**src/rtl/mul_div_unit.sv**
```systemverilog
// Iterative multiply/divide unit producing the HI/LO registers.
// Shift-add multiply and restoring divide on magnitudes, one step per clock.
module mul_div_unit #(
  parameter int DATA_W = 32
) (
  input  logic              i_clk,
  input  logic              i_rst,
  input  logic [DATA_W-1:0] i_MDU_srcA,
  input  logic [DATA_W-1:0] i_MDU_srcB,
  input  logic [2:0]        i_MDU_op,
  input  logic              i_MDU_start,
  output logic              o_MDU_busy,
  output logic              o_MDU_done,
  output logic [DATA_W-1:0] o_MDU_hi,
  output logic [DATA_W-1:0] o_MDU_lo
);

  localparam int CNT_W = $clog2(DATA_W);
  localparam logic [CNT_W-1:0] LAST_CNT = CNT_W'(DATA_W - 1);

  localparam logic [2:0] OP_MULT  = 3'd1;
  localparam logic [2:0] OP_MULTU = 3'd2;
  localparam logic [2:0] OP_DIV   = 3'd3;
  localparam logic [2:0] OP_DIVU  = 3'd4;
  localparam logic [2:0] OP_MTHI  = 3'd5;
  localparam logic [2:0] OP_MTLO  = 3'd6;

  typedef enum logic [1:0] {
    S_IDLE = 2'd0,
    S_RUN  = 2'd1,
    S_FIX  = 2'd2
  } state_t;

  state_t                r_state;
  logic [CNT_W-1:0]      r_cnt;
  logic                  r_busy;
  logic                  r_done;
  logic                  r_is_div;
  logic                  r_neg_res;
  logic                  r_neg_rem;
  logic                  r_div_zero;
  logic [DATA_W-1:0]     r_hi;
  logic [DATA_W-1:0]     r_lo;
  logic [DATA_W-1:0]     r_opd;
  logic [DATA_W-1:0]     r_raw_a;
  logic [2*DATA_W-1:0]   r_acc;

  logic                  w_accept;
  logic                  w_is_div_op;
  logic                  w_signed;
  logic                  w_a_neg;
  logic                  w_b_neg;
  logic [DATA_W-1:0]     w_mag_a;
  logic [DATA_W-1:0]     w_mag_b;
  logic [DATA_W:0]       w_add;
  logic [DATA_W:0]       w_rem_sh;
  logic                  w_ge;
  logic [DATA_W-1:0]     w_diff;
  logic [2*DATA_W-1:0]   w_acc_next;
  logic [2*DATA_W-1:0]   w_prod;
  logic [DATA_W-1:0]     w_res_hi;
  logic [DATA_W-1:0]     w_res_lo;

  assign w_accept    = i_MDU_start && (r_state == S_IDLE) &&
                       (i_MDU_op >= OP_MULT) && (i_MDU_op <= OP_DIVU);
  assign w_is_div_op = (i_MDU_op == OP_DIV) || (i_MDU_op == OP_DIVU);
  assign w_signed    = (i_MDU_op == OP_MULT) || (i_MDU_op == OP_DIV);
  assign w_a_neg     = w_signed && i_MDU_srcA[DATA_W-1];
  assign w_b_neg     = w_signed && i_MDU_srcB[DATA_W-1];
  // Negating 0x80000000 yields 0x80000000, read as an unsigned magnitude.
  assign w_mag_a     = w_a_neg ? -i_MDU_srcA : i_MDU_srcA;
  assign w_mag_b     = w_b_neg ? -i_MDU_srcB : i_MDU_srcB;

  // One multiply or divide step; r_acc holds {partial, shifting operand}.
  always_comb begin
    w_acc_next = r_acc;
    w_add      = {1'b0, r_acc[2*DATA_W-1:DATA_W]} +
                 (r_acc[0] ? {1'b0, r_opd} : {(DATA_W+1){1'b0}});
    w_rem_sh   = r_acc[2*DATA_W-1:DATA_W-1];
    w_ge       = (w_rem_sh >= {1'b0, r_opd});
    w_diff     = r_acc[2*DATA_W-2:DATA_W-1] - r_opd;
    if (r_is_div) begin
      if (w_ge) begin
        w_acc_next = {w_diff, r_acc[DATA_W-2:0], 1'b1};
      end else begin
        w_acc_next = {r_acc[2*DATA_W-2:0], 1'b0};
      end
    end else begin
      w_acc_next = {w_add, r_acc[DATA_W-1:1]};
    end
  end

  assign w_prod = r_neg_res ? -r_acc : r_acc;

  // Final sign correction and the divide-by-zero override.
  always_comb begin
    w_res_hi = w_prod[2*DATA_W-1:DATA_W];
    w_res_lo = w_prod[DATA_W-1:0];
    if (r_div_zero) begin
      w_res_hi = r_raw_a;
      w_res_lo = {DATA_W{1'b1}};
    end else if (r_is_div) begin
      w_res_lo = r_neg_res ? -r_acc[DATA_W-1:0] : r_acc[DATA_W-1:0];
      w_res_hi = r_neg_rem ? -r_acc[2*DATA_W-1:DATA_W] : r_acc[2*DATA_W-1:DATA_W];
    end else begin
      w_res_hi = w_prod[2*DATA_W-1:DATA_W];
      w_res_lo = w_prod[DATA_W-1:0];
    end
  end

  // Control FSM, datapath registers and HI/LO.
  always_ff @(posedge i_clk) begin
    if (i_rst) begin
      r_state    <= S_IDLE;
      r_cnt      <= '0;
      r_busy     <= 1'b0;
      r_done     <= 1'b0;
      r_is_div   <= 1'b0;
      r_neg_res  <= 1'b0;
      r_neg_rem  <= 1'b0;
      r_div_zero <= 1'b0;
      r_hi       <= '0;
      r_lo       <= '0;
      r_opd      <= '0;
      r_raw_a    <= '0;
      r_acc      <= '0;
    end else begin
      r_done <= 1'b0;
      case (r_state)
        S_IDLE: begin
          if (w_accept) begin
            r_state    <= S_RUN;
            r_cnt      <= '0;
            r_busy     <= 1'b1;
            r_is_div   <= w_is_div_op;
            r_neg_res  <= w_a_neg ^ w_b_neg;
            r_neg_rem  <= w_a_neg && w_is_div_op;
            r_div_zero <= w_is_div_op && (i_MDU_srcB == '0);
            r_raw_a    <= i_MDU_srcA;
            r_opd      <= w_is_div_op ? w_mag_b : w_mag_a;
            r_acc      <= {{DATA_W{1'b0}}, (w_is_div_op ? w_mag_a : w_mag_b)};
          end else if (i_MDU_start && (i_MDU_op == OP_MTHI)) begin
            r_hi <= i_MDU_srcA;
          end else if (i_MDU_start && (i_MDU_op == OP_MTLO)) begin
            r_lo <= i_MDU_srcA;
          end else begin
            r_state <= S_IDLE;
          end
        end
        S_RUN: begin
          r_acc <= w_acc_next;
          r_cnt <= r_cnt + CNT_W'(1);
          if (r_cnt == LAST_CNT) begin
            r_state <= S_FIX;
          end else begin
            r_state <= S_RUN;
          end
        end
        S_FIX: begin
          r_hi    <= w_res_hi;
          r_lo    <= w_res_lo;
          r_busy  <= 1'b0;
          r_done  <= 1'b1;
          r_state <= S_IDLE;
        end
        default: begin
          r_state <= S_IDLE;
          r_busy  <= 1'b0;
        end
      endcase
    end
  end

  assign o_MDU_busy = r_busy;
  assign o_MDU_done = r_done;
  assign o_MDU_hi   = r_hi;
  assign o_MDU_lo   = r_lo;

endmodule

```
**config.mk**
```make
export PLATFORM = sky130hd
export DESIGN_NAME = mul_div_unit
export DESIGN_NICKNAME = d
export VERILOG_FILES = /design/src/rtl/mul_div_unit.sv
export SDC_FILE = /design/constraint.sdc
export NUM_CORES = 1
export LEC_CHECK = 0
export BUFFER_PORTS_ARGS = -buffer_cell sky130_fd_sc_hd__clkbuf_2
export CORE_MARGIN = 1
export CORE_UTILIZATION = 65
export DETAILED_ROUTE_END_ITERATION = 8
export PLACE_DENSITY = 0.84
export SETUP_SLACK_MARGIN = 0.02
export SYNTH_ARGS = -nofsm -noshare
export SYNTH_HDL_FRONTEND = slang
export SYNTH_SLANG_ARGS = --single-unit
```
**constraint.sdc**
```tcl
create_clock -name i_clk -period 5.1 [get_ports i_clk]
set_clock_uncertainty 0.1 [all_clocks]
set_input_delay 1.53 -clock i_clk [delete_from_list [all_inputs] [get_ports i_clk]]
set_output_delay 1.53 -clock i_clk [all_outputs]
set_load 0.05 [all_outputs]
```
==> impl_metrics.csv <==
group,metric,value,unit
run_status,status,"finished, final reports clean",
routing,antenna_left,0,
finish,multi_input_area,10980,um2
worst_setup_path,r2r_setup_slack,0.73,ns
logic_synthesis,synthTopCellsByCount,"275 x nand2_1, 243 x a21oi_1, 228 x nor2_1",
logic_synthesis,synth_edf_count,0,
clock_network,clkTransAtPathRegs,0.06,ns
finish,final_core_util,0.7408,
placement,gp_congestion,1.022,
logic_synthesis,synthFlopType,"dfxtp_1",
logic_synthesis,postSynthCellCount,2196,
global_route,grtUsageTotal,0.4780,
hold_path,min_to,"o_MDU_lo[19]",
routing,vias,17970,
floorplanning,boundaryPins,136,
power_and_ir_drop,p_leak,7.074,nW
power_and_ir_drop,p_int,0.003298,W
finish,postLayoutCellArea,17600,um2
worst_setup_path,critPathSlowestCell,"inv_1",
worst_setup_path,cp.required,5.48,ns
worst_setup_path,path_buf_inv,2,
clock_network,clk_latency,0.56,ns
sta,hold_viol,0,
worst_setup_path,critPathLaunchType,"flop",
clock_network,cts_setup_buffers,0,
clock_network,htreeDepth,1,
routing,first_iter_violations,2086,
logic_synthesis,yosysSeqAreaShare,0.2576,
global_route,grt_pass1_vias,16660,
worst_setup_path,cp_top_family,"compound AO/OA/AOI/OAI gates",
routing,wire_per_inst,23.53,um
clock_network,numCtsBuffers,24,
worst_setup_path,crit_type,"reg2reg",
routing,wirelength,60510,um
power_and_ir_drop,p_comb_frac,0.284,
finish,finalNetCount,2374,
sta,period_needed,4.374,ns
logic_synthesis,syn_area_per_cell,7.254,um2
clock_network,cts-hold-fix-buffers,0,
logic_synthesis,ys_warn_count,0,
power_and_ir_drop,switchingPower,0.001848,W
power_and_ir_drop,totalPowerFinal,0.005146,W
floorplanning,die_h,158.6,um
finish,fill_cells,1902,
clock_network,cts.sinks,205,
sta,maxSlewViolCount,0,
logic_synthesis,synth_nets,2338,
floorplanning,rows,56,
worst_setup_path,startpoint,"r_acc[0]",
worst_setup_path,path_max_fanout,21,
floorplanning,die_w,158.6,um
logic_synthesis,async_flop_share,0,
placement,io_buffers,135,
logic_synthesis,yosysTopAreaCell,"dfxtp_1",
worst_setup_path,r2r_start,"r_acc[0]",
sta,fmax,228.6,MHz
global_route,grt.overflow.total,0,
finish,drive_above_1_share,0.1129,
power_and_ir_drop,p_sw_frac,0.3591,
logic_synthesis,synth_seq_cells,205,
floorplanning,start_util,0.6707,
finish,regArea,4105,um2
routing,drc,0,
worst_setup_path,endpoint_kind,"flop",
worst_setup_path,path_cells,"inv_1, buf_4, nor2_1, ha_1, and3_1, nor2b_1, a21oi_1, o21ai_0, a211oi_1, o21ai_0, o311a_1, o41ai_1, mux2i_1, o21a_1",
worst_setup_path,cpMostUsedCell,"o21ai_0",
sta,fin_crit_sh,0.8577,
clock_network,cts_tree,"built",
global_route,grt_max_degree,77,
sta,worstMarginPinSlew,1.244,ns
power_and_ir_drop,power.density,292.4,nW/um2
placement,post_dp_cell_area,16730,um2
clock_network,clock-root-buffer,"clkbuf_16",
hold_path,hold_start,"o_MDU_lo[19]",
hold_path,hold_path_depth,2,
routing,vias_per_cell,6.988,
sta,relSlewSlack,0.1685,
worst_setup_path,ff2ff_path_depth,14,
global_route,grt_pass1_wl,91630,um
sta,setup_tns,0,ns
sta,rsz0062_at_grt,"false",
power_and_ir_drop,peakVddDrop,0.2720,mV
worst_setup_path,r2r-end,"r_acc[55]",
logic_synthesis,yosysMostFrequentCell,"nand2_1",
logic_synthesis,synth_cell_types,84,
logic_synthesis,yosys.area.top_type_share,0.2576,
worst_setup_path,max_stage_delay,0.45,ns
floorplanning,dieArea,25140,um2
sta,setup_violations,0,
global_route,grt_antenna_before_repair,4,
placement,hpwl,44350,um
clock_network,clk_path_buf_depth,3,
logic_synthesis,synth.area.top_cells,"dfxtp_1 26%, a21oi_1 7.6%, nand2_1 6.5%",
power_and_ir_drop,power_frac_clock,0.364,
flow_run,maxCapViolCount,0,
power_and_ir_drop,seqPwrFrac,0.351,
floorplanning,coreArea,23750,um2
logic_synthesis,synth_area,15930,um2
routing,dr.pass1.iters,6,
clock_network,cts_resized,0,
finish,syn2layout_area_growth,10.45,%
worst_setup_path,worstPathArrival,4.76,ns
hold_path,hold_class,"reg2reg",
==> kinds of logic (layout without fill, tap and decap cells) <==
kind of cell | after synthesis | in the layout | synth area share
AND/OR/NAND/NOR | 743 | 743 | 0.2115
XOR/XNOR | 166 | 166 | 0.09127
other | 0 | 2 | 0
multiplexers | 49 | 49 | 0.03102
buffers and inverters | 233 | 287 | 0.05624
flip-flops | 205 | 205 | 0.2576
AO/OA/AOI/OAI | 728 | 728 | 0.2948
adder cells (fa/ha/maj) | 72 | 72 | 0.05749
==> worst max path at each step <==
stage	slack, ns	end	depth (start not counted)
global placement	0.73	r_acc[26]	9
CTS	0.96	r_acc[55]	14
global route	0.60	r_acc[61]	14
detailed placement	0.69	r_acc[26]	9
finish	0.73	r_acc[55]	14
floorplan	1.16	r_acc[15]	10
==> worst reg2reg max path, stage by stage (launching register included) <==
cell,delay [ns]
dfxtp_1,0.31
inv_1,0.45
buf_4,0.40
nor2_1,0.08
ha_1,0.37
and3_1,0.26
nor2b_1,0.15
a21oi_1,0.18
o21ai_0,0.34
a211oi_1,0.33
o21ai_0,0.21
o311a_1,0.36
o41ai_1,0.40
mux2i_1,0.23
o21a_1,0.13
==> routing by layer <==
layer	up-vias	global-route usage	wire, um
li1	8040	-	-
met1	8346	0.5655	22570
met2	1225	0.7540	26480
met3	353	0.1394	6991
met4	2	0.3104	4459
met5	-	0	12
==> per-stage QoR <==
| stage | hold WS (ns) | std cells | worst slack [ns] |
|---|---|---|---|
| 2_1_floorplan | 0.3319 | 2196 | 1.165 |
| 3_3_place_gp | 0.3386 | 2525 | 0.7340 |
| 3_5_place_dp | 0.3442 | 2525 | 0.6853 |
| 4_1_cts | 0.3524 | 2569 | 0.9580 |
| 5_1_grt | 0.3743 | 2569 | 0.6014 |
| 6_report | 0.3528 | 2571 | 0.7257 |
==> power groups by stage <==
stage	logic, W	registers, W	clock network [W]
floorplan	0.000989	0.00182	0
CTS	0.00141	0.00180	0.00186
finish	0.00146	0.00181	0.00187
global placement	0.00137	0.00183	0
global route	0.00157	0.00181	0.00192
detailed placement	0.00140	0.00183	0
==> cell type report <==
class | count | area share
antenna | 2 | 0.0002844
inverter | 67 | 0.01429
multi-input combinational | 1758 | 0.6240
tap | 319 | 0.02268
clock inverter | 12 | 0.01003
sequential | 205 | 0.2333
timing repair buffer | 176 | 0.05674
clock buffer | 32 | 0.03868
==> registers in the layout, indices dropped and copies added (netlist names) <==
| name | cells |
|---|---|
| r_cnt | 5 |
| o_MDU_busy | 1 |
| r_neg_res | 1 |
| o_MDU_done | 1 |
| r_neg_rem | 1 |
| r_acc | 64 |
| r_raw_a | 32 |
| r_state | 2 |
| o_MDU_lo | 32 |
| o_MDU_hi | 32 |
| r_is_div | 1 |
| r_opd | 32 |
| r_div_zero | 1 |
==> cell usage in the layout (no fill, tap or decap), drive strengths merged, types with 11 or more instances in the layout <==
| cell type | count |
|---|---|
| a22oi | 14 |
| a2111oi | 11 |
| nor2 | 228 |
| nand4 | 14 |
| dfxtp | 205 |
| nor4 | 15 |
| and2 | 19 |
| buf | 42 |
| or2 | 13 |
| o41ai | 11 |
| or3 | 12 |
| o221ai | 34 |
| clkbuf | 166 |
| inv | 67 |
| a21oi | 243 |
| nand2 | 275 |
| ha | 70 |
| a211oi | 87 |
| o31ai | 25 |
| nor2b | 17 |
| o211ai | 29 |
| nand2b | 19 |
| xor2 | 61 |
| and3 | 22 |
| a21o | 23 |
| nand3 | 31 |
| nor3 | 52 |
| a221oi | 19 |
| o21ai | 131 |
| mux2i | 46 |
| a31oi | 18 |
| xnor2 | 105 |
Power figures use the tool's default switching activity.
